===== src/rtl/sensor_pkg.sv =====
// rtl/sensor_pkg.sv - sensor bit map, fault state encoding and tank-level pattern check
package sensor_pkg;

  localparam int N_SENS = 7;
  localparam int IDX_H  = 0;
  localparam int IDX_M  = 1;
  localparam int IDX_L  = 2;
  localparam int IDX_US = 3;
  localparam int IDX_UA = 4;
  localparam int IDX_T  = 5;
  localparam int IDX_SD = 6;

  typedef enum logic [1:0] {OK, SUSPECT, FAULT, RECOVER} fault_state_e;

  // A tank fills from the bottom: a wet probe needs every probe below it wet too.
  function automatic logic level_valid(input logic h, input logic m, input logic l);
    return !(h && !m) && !(m && !l);
  endfunction

endpackage


===== src/rtl/debounce_bit.sv =====
// rtl/debounce_bit.sv - one-bit synchroniser plus hold-time debouncer with update strobe
module debounce_bit #(
  parameter int SYNC_STAGES = 2,
  parameter int DEB_CYCLES  = 50000
) (
  input  logic clock,
  input  logic reset_n,
  input  logic din,
  output logic dout,
  output logic upd
);

  localparam int CW = $clog2(DEB_CYCLES) + 1;

  logic [SYNC_STAGES-1:0] sync_q;
  logic [CW-1:0]          cnt;
  logic                   s;

  assign s = sync_q[SYNC_STAGES-1];

  always_ff @(posedge clock or negedge reset_n) begin
    if (!reset_n) begin
      sync_q <= '0;
      cnt    <= '0;
      dout   <= 1'b0;
      upd    <= 1'b0;
    end else begin
      sync_q <= {sync_q[SYNC_STAGES-2:0], din};
      upd    <= 1'b0;
      if (s == dout) begin
        cnt <= '0;
      end else if (cnt == CW'(DEB_CYCLES - 1)) begin
        dout <= s;
        cnt  <= '0;
        upd  <= 1'b1;
      end else begin
        cnt <= cnt + CW'(1);
      end
    end
  end

endmodule


===== src/rtl/sensor_conditioner.sv =====
// rtl/sensor_conditioner.sv - sensor sync/debounce front end; SENSOR_LEVEL_CHECK_EN adds the level_fault FSM
module sensor_conditioner
  import sensor_pkg::*;
#(
  parameter int SYNC_STAGES  = 2,
  parameter int DEB_CYCLES   = 50000,
  parameter int FAULT_CYCLES = 500000
) (
  input  logic              clock,
  input  logic              reset_n,
  input  logic [N_SENS-1:0] raw_in,
  output logic [N_SENS-1:0] sens_out,
  output logic              change_pulse,
  output logic              level_fault
);

  logic [N_SENS-1:0] upd;

  if (SYNC_STAGES < 2 || DEB_CYCLES < 1 || FAULT_CYCLES < 2) begin : g_bad_params
    $error("sensor_conditioner: parameter out of range");
  end

  for (genvar i = 0; i < N_SENS; i++) begin : g_deb
    debounce_bit #(
      .SYNC_STAGES(SYNC_STAGES),
      .DEB_CYCLES (DEB_CYCLES)
    ) u_deb (
      .clock  (clock),
      .reset_n(reset_n),
      .din    (raw_in[i]),
      .dout   (sens_out[i]),
      .upd    (upd[i])
    );
  end

  // Bits updating on the same edge collapse into one strobe.
  always_ff @(posedge clock or negedge reset_n) begin
    if (!reset_n) change_pulse <= 1'b0;
    else          change_pulse <= |upd;
  end

`ifdef SENSOR_LEVEL_CHECK_EN
  localparam int FW = $clog2(FAULT_CYCLES) + 1;

  fault_state_e  state;
  logic [FW-1:0] fcnt;
  logic          lvl_ok;

  assign lvl_ok = level_valid(sens_out[IDX_H], sens_out[IDX_M], sens_out[IDX_L]);

  always_ff @(posedge clock or negedge reset_n) begin
    if (!reset_n) begin
      state       <= OK;
      fcnt        <= '0;
      level_fault <= 1'b0;
    end else begin
      level_fault <= (state == FAULT) || (state == RECOVER);
      case (state)
        OK: begin
          if (!lvl_ok) begin
            state <= SUSPECT;
            fcnt  <= FW'(1);
          end
        end
        SUSPECT: begin
          if (lvl_ok)                               state <= OK;
          else if (fcnt == FW'(FAULT_CYCLES - 1))   state <= FAULT;
          else                                      fcnt  <= fcnt + FW'(1);
        end
        FAULT: begin
          if (lvl_ok) begin
            state <= RECOVER;
            fcnt  <= FW'(1);
          end
        end
        RECOVER: begin
          if (!lvl_ok)                              state <= FAULT;
          else if (fcnt == FW'(FAULT_CYCLES - 1))   state <= OK;
          else                                      fcnt  <= fcnt + FW'(1);
        end
        default: state <= OK;
      endcase
    end
  end
`else
  assign level_fault = 1'b0;
`endif

endmodule


===== config.mk =====
export PLATFORM = sky130hd
export DESIGN_NAME = sensor_conditioner
export DESIGN_NICKNAME = d
export VERILOG_FILES = /design/src/rtl/sensor_pkg.sv /design/src/rtl/debounce_bit.sv /design/src/rtl/sensor_conditioner.sv
export SDC_FILE = /design/constraint.sdc
export NUM_CORES = 1
export LEC_CHECK = 0
export ABC_AREA = 1
export ABC_CLOCK_PERIOD_IN_PS = 3300
export BUFFER_PORTS_ARGS = -buffer_cell sky130_fd_sc_hd__buf_2
export CELL_PAD_IN_SITES_DETAIL_PLACEMENT = 0
export CELL_PAD_IN_SITES_GLOBAL_PLACEMENT = 2
export CORE_AREA = 5 5 144 146
export CTS_BUF_LIST = sky130_fd_sc_hd__clkbuf_4
export DETAILED_ROUTE_END_ITERATION = 16
export DIE_AREA = 0 0 149 151
export PLACE_DENSITY = 0.95
export SLEW_MARGIN = 20
export SYNTH_ARGS = -nofsm -noshare
export SYNTH_HDL_FRONTEND = slang
export SYNTH_HIERARCHICAL = 1
export SYNTH_SLANG_ARGS = --single-unit

===== constraint.sdc =====
create_clock -name clock -period 3.3 [get_ports clock]
set_input_delay 0.495 -clock clock [delete_from_list [all_inputs] [get_ports clock]]
set_output_delay 0.495 -clock clock [all_outputs]
set_load 0.01 [all_outputs]

---- Word level (Yosys, flattened, before mapping) ----
Cells that the tools add are included.
operators by class
  reduce and logical (&&, ||, !) cells .... 8
  eq/ne operators ......................... 14
  muxes and demuxes ....................... 28
  add/sub/neg operators ................... 7
  bitwise gates (word level) .............. 7
operator list
  operator                                                                 count
  17-bit 2-to-1 mux                                                        14
  17-bit by 1-bit adder with 17-bit output, second input constant          7
  17-bit by 16-bit equality test with 1-bit output, second input constant  7
  1-bit 2-to-1 mux                                                         14
  2-bit AND reduction                                                      7
  1-bit equality test                                                      7
  1-bit NOT                                                                7
  7-bit OR reduction                                                       1
storage, ports and cells
  output and inout port bits .............. 9
  input port bits ......................... 9
  logic and storage cells ................. 93
  register bits after elaboration ......... 148

---- Depth between registers and ports, before layout ----
  depth after elaboration ................. 3
  mapped depth ............................ 8
  mapped depth without buffers ............ 8

---- Cells and area by module ----
The synthesis kept the hierarchy.
modules (own cells, without submodules)
  module              area each (um^2)  times used  sequential area each (um^2)  cells an instance
  debounce_bit        1119.8            7           525.5                        147
  sensor_conditioner  81.3              1           25.0                         15

---- Least setup slack after synthesis ----
Ideal clock, no wire load.
  path type ............................... flip-flop to flip-flop
  start ................................... register g_deb[0].u_deb.cnt[0]
  end ..................................... register g_deb[0].u_deb.cnt[14]
  slack ................................... 2.025 ns
  data required time ...................... 3.228 ns
  path buffers ............................ 0
  stages on the path, launching flop included .. 9
  library setup time ...................... 0.072 ns
  period minus slack after synthesis ...... 1.275 ns
  arrival time ............................ 1.203 ns
  cells stage by stage .................... dfrtp_1 ha_1 nand2_2 inv_1 nand2_1 inv_1 nand3_1 nand2_2 nor2_1
on the way
  word-level cells in the longest chain between the ends .. 3
  elaborated cells between the ends (all ways) .. 4
  classes of those cells .................. add/sub: 1; eq/ne: 1; mux: 2
ends and longest elaborated chain
  what                                                                                                                 RTL line                                source
  start, declared                                                                                                      debounce_bit.sv:16                      logic [CW-1:0] cnt;
  start signal, assigned                                                                                               debounce_bit.sv:37                      cnt <= cnt + CW'(1);
  17-bit by 1-bit adder with 17-bit output / 17-bit by 16-bit equality test with 1-bit output (equally long branches)  debounce_bit.sv:37, debounce_bit.sv:32
  17-bit 2-to-1 mux *                                                                                                  debounce_bit.sv:32                      end else if (cnt == CW'(DEB_CYCLES - 1)) begin
  17-bit 2-to-1 mux *                                                                                                  debounce_bit.sv:30                      if (s == dout) begin
Mark *: on every way between the ends. The rest lies on a longest branch, timed or not.
A chain may end at the register's enable or synchronous reset.

---- Worst setup path after layout ----
  start ................................... register g_deb[0].u_deb.dout
  end ..................................... output sens_out[0]
RTL lines
  what                    RTL line                  source
  start, declared         debounce_bit.sv:9         output logic dout,
  start signal, assigned  debounce_bit.sv:33        dout <= s;
  end, declared           sensor_conditioner.sv:12  output logic [N_SENS-1:0] sens_out,
No word-level cell between the ends.

==> key figures <==
Floorplan
  – Initial Utilization: 41.1%
  – Row count: 51
  – Die area: ~22000 um2
  – Core Box Area: about 19000 um2
  – Die X: 149 um
  – Die outline height: around 150 um
  – Num ports: 18

Setup path
  – R2R Path Start: g_deb[4].u_deb/cnt[0]$_DFF_PN0_
  – Crit path max-delay family: flip-flops
  – Crit end category: output pin
  – Arrival time worst endpoint: ~1100 ps
  – CP cell instances: buf_2
  – Crit path max fanout: 3
  – Critical path origin: g_deb[0].u_deb/dout$_DFFE_PN0P_
  – Kind of critical path: reg -> out
  – Startpoint class of the critical path: register
  – Critical Path RT: 2800 ps
  – Worst path max stage delay: between 400 and 500 ps
  – Slowest CP cell: dfrtp_1
  – Crit path buffers/inverters: 1

Detailed routing
  – Vias per inst: between 4 and 5
  – Detailed Routing Iterations Pass 1: 4
  – Via Count: 6221
  – Routed WL: between 15000 and 20000 um
  – Drt wl/cell: 11.9 um
  – DRT iter0 DRCs: 267
  – Routed wl met3: between 300 and 400 um
  – ANT nets after route: 0
  – Top sig layer: met4
  – Metal1 wirelength: 8280 um
  – DRC: 0
  – Routed wl met2: between 7000 and 8000 um

Layout
  – Share of layout cells above drive strength 1: 14.0%
  – Most common cell after layout, fill and taps aside: nand2_1
  – Fin nets: between 1000 and 1500
  – Most frequent cells in the layout: nand2_1, nor2_1, dfrtp_1
  – FILL cells: 1989
  – Post-Route Utilization: 45.4%
  – Storage element area: between 3000 and 4000 um2
  – Multi-input gate area: 3710 um2
  – Layout overhead on the synthesized area: 10.4%

Global route
  – Initial antenna violation count: 1
  – Global-route wire length before repair: about 30000 um
  – Total gr overflow: 0
  – Tot GR Track Use: between 10% and 20%
  – Number of global-route vias before repair: roughly 6000
  – Largest net degree at the start of global routing: between 70 and 80

Clocking
  – H-tree Lvls: 4
  – Clock transition at path regs: 110 ps
  – Post_cts resized: 0
  – Clock root cell: clkbuf_4
  – Clock Path Buffers: 2
  – CTS Buf Count: 17
  – Clk sink count: around 150
  – CTS tree: done
  – Clock latency on the worst-skew pair: 560 ps

Timing
  – Slew Viols, Final: 0
  – Final Skew: approximately 19 ps
  – Slew HR: 51.4%
  – Unrepaired setup endpoints after global routing: false
  – Highest Clock Rate: around 610 MHz
  – Final worst path period need: approximately 1600 ps
  – Fin. Hold Viols: 0
  – Setup-violating endpoint count in the final report: 0
  – Final critical-path share of the clock period: roughly half
  – Worst Tran Pin Value: between 700 and 800 ps
  – Total negative slack: 0 ps

Placed design
  – Placer congestion estimate: 0.794
  – IO Port Bufs: 16
  – Post-DP HPWL: about 12000 um

Pwr
  – Power Total: between 3 and 4 mW
  – P_leak: approximately 3.7 nW
  – Power Density: around 360 nW/um2
  – Peak supply drop: 0.178 mV

Synth
  – Cell taking the most area after synthesis: dfrtp_1
  – Synth top area share: between 40% and 50%
  – #FFs+latches synth: around 150
  – Netlist cell types: 18
  – Synth warnings: 6
  – Sequential area share after synthesis: between 40% and 50%
  – Synthesized Nets: ~1100
  – Post-synthesis cell count: approximately 1000
  – Cell Area, Synth: approximately 7900 um2
  – Synth area leaders: dfrtp_1, nand2_1, nor2_1
  – Average instance area after synthesis: about 7.6 um2

Run status
  – Status: complete, no violations

Min path
  – HP Start: g_deb[1].u_deb/sync_q[0]$_DFF_PN0_
  – Hold WC Path Type: reg -> reg

Run
  – Max cap viols: 0
synthesized netlist by cell type, drive strengths merged:
cell type	number
buf	1
ha	7
a21oi	7
nor2	261
xnor2	7
conb	1
nand4	21
xor2	42
o21ai	28
nand2	284
nand3	91
dfrtp	148
nor3	14
inv	132
registers in the layout, indices dropped and copies added (netlist names):
register            cells
g_deb.u_deb/cnt       119
g_deb.u_deb/upd         7
change_pulse            1
g_deb.u_deb/dout        7
g_deb.u_deb/sync_q     14
through the flow:
step / hold WS, ps / instances / worst slack, ps / cell area, um2
floorplan: 199 / 1044 / 2030 / 7920
global placement: 332 / 1329 / 1800 / 8370
detailed placement: 338 / 1329 / 1780 / 8370
CTS: 366 / 1369 / 1580 / 8740
global route: 379 / 1370 / 1530 / 8750
finish: 363 / 1370 / 1660 / 8750
path summary, 6_finish.rpt:
kind	cells past startpoint	to	slack (ps)
max in group asynchronous	3	g_deb[1].u_deb/dout$_DFFE_PN0P_	1990
worst min register to register	0	g_deb[1].u_deb/sync_q[1]$_DFF_PN0_	360
worst max register to register	8	g_deb[4].u_deb/cnt[14]$_DFF_PN0_	1750
worst min-delay path	0	g_deb[1].u_deb/sync_q[1]$_DFF_PN0_	360
min in group asynchronous	2	g_deb[0].u_deb/cnt[12]$_DFF_PN0_	520
worst max-delay path	1	sens_out[0]	1660
logic make-up after synthesis:
logic type | count (synthesis) | share of synthesized area (%)
and+or+nand+nor | 671 | 37.4
DFF | 148 | 46.8
buffers and inverters | 133 | 6.35
xor gates and xnor gates | 49 | 6.08
AOI/OAI and AO/OA | 35 | 2.21
adders and majority gates | 7 | 1.11
other | 1 | 0.0473
layer usage:
| layer | track usage, % | vias to the layer above |
|---|---|---|
| li1 | - | 3339 |
| met1 | 22.7 | 2815 |
| met2 | 25.0 | 54 |
| met3 | 3.35 | 13 |
| met4 | 4.99 | 0 |
| met5 | 0 | - |
cell type report:
class | count | area share [%]
Tap cell | 265 | 3.79
Antenna cell | 1 | 0.0286
Clock buffer | 18 | 1.54
Inverter | 132 | 5.66
Clock inverter | 14 | 1.85
Multi-Input combinational cell | 763 | 42.5
Timing Repair Buffer | 29 | 2.33
Sequential cell | 148 | 42.3
report_power, final:
| part | switching (mW) | total [mW] | internal [mW] |
|---|---|---|---|
| Combinational | 0.0885 | 0.129 | 0.0406 |
| Clock | 0.650 | 1.18 | 0.526 |
| Sequential | 0.0248 | 1.87 | 1.84 |
| Total | 0.763 | 3.17 | 2.41 |
what timing repair did:
action                     CTS  global route
hold buffers                 8             0
hold endpoints to repair    81             0
setup buffers                0             0
setup endpoints to repair    0             0
Note: power is estimated with default switching activity, not from simulation.
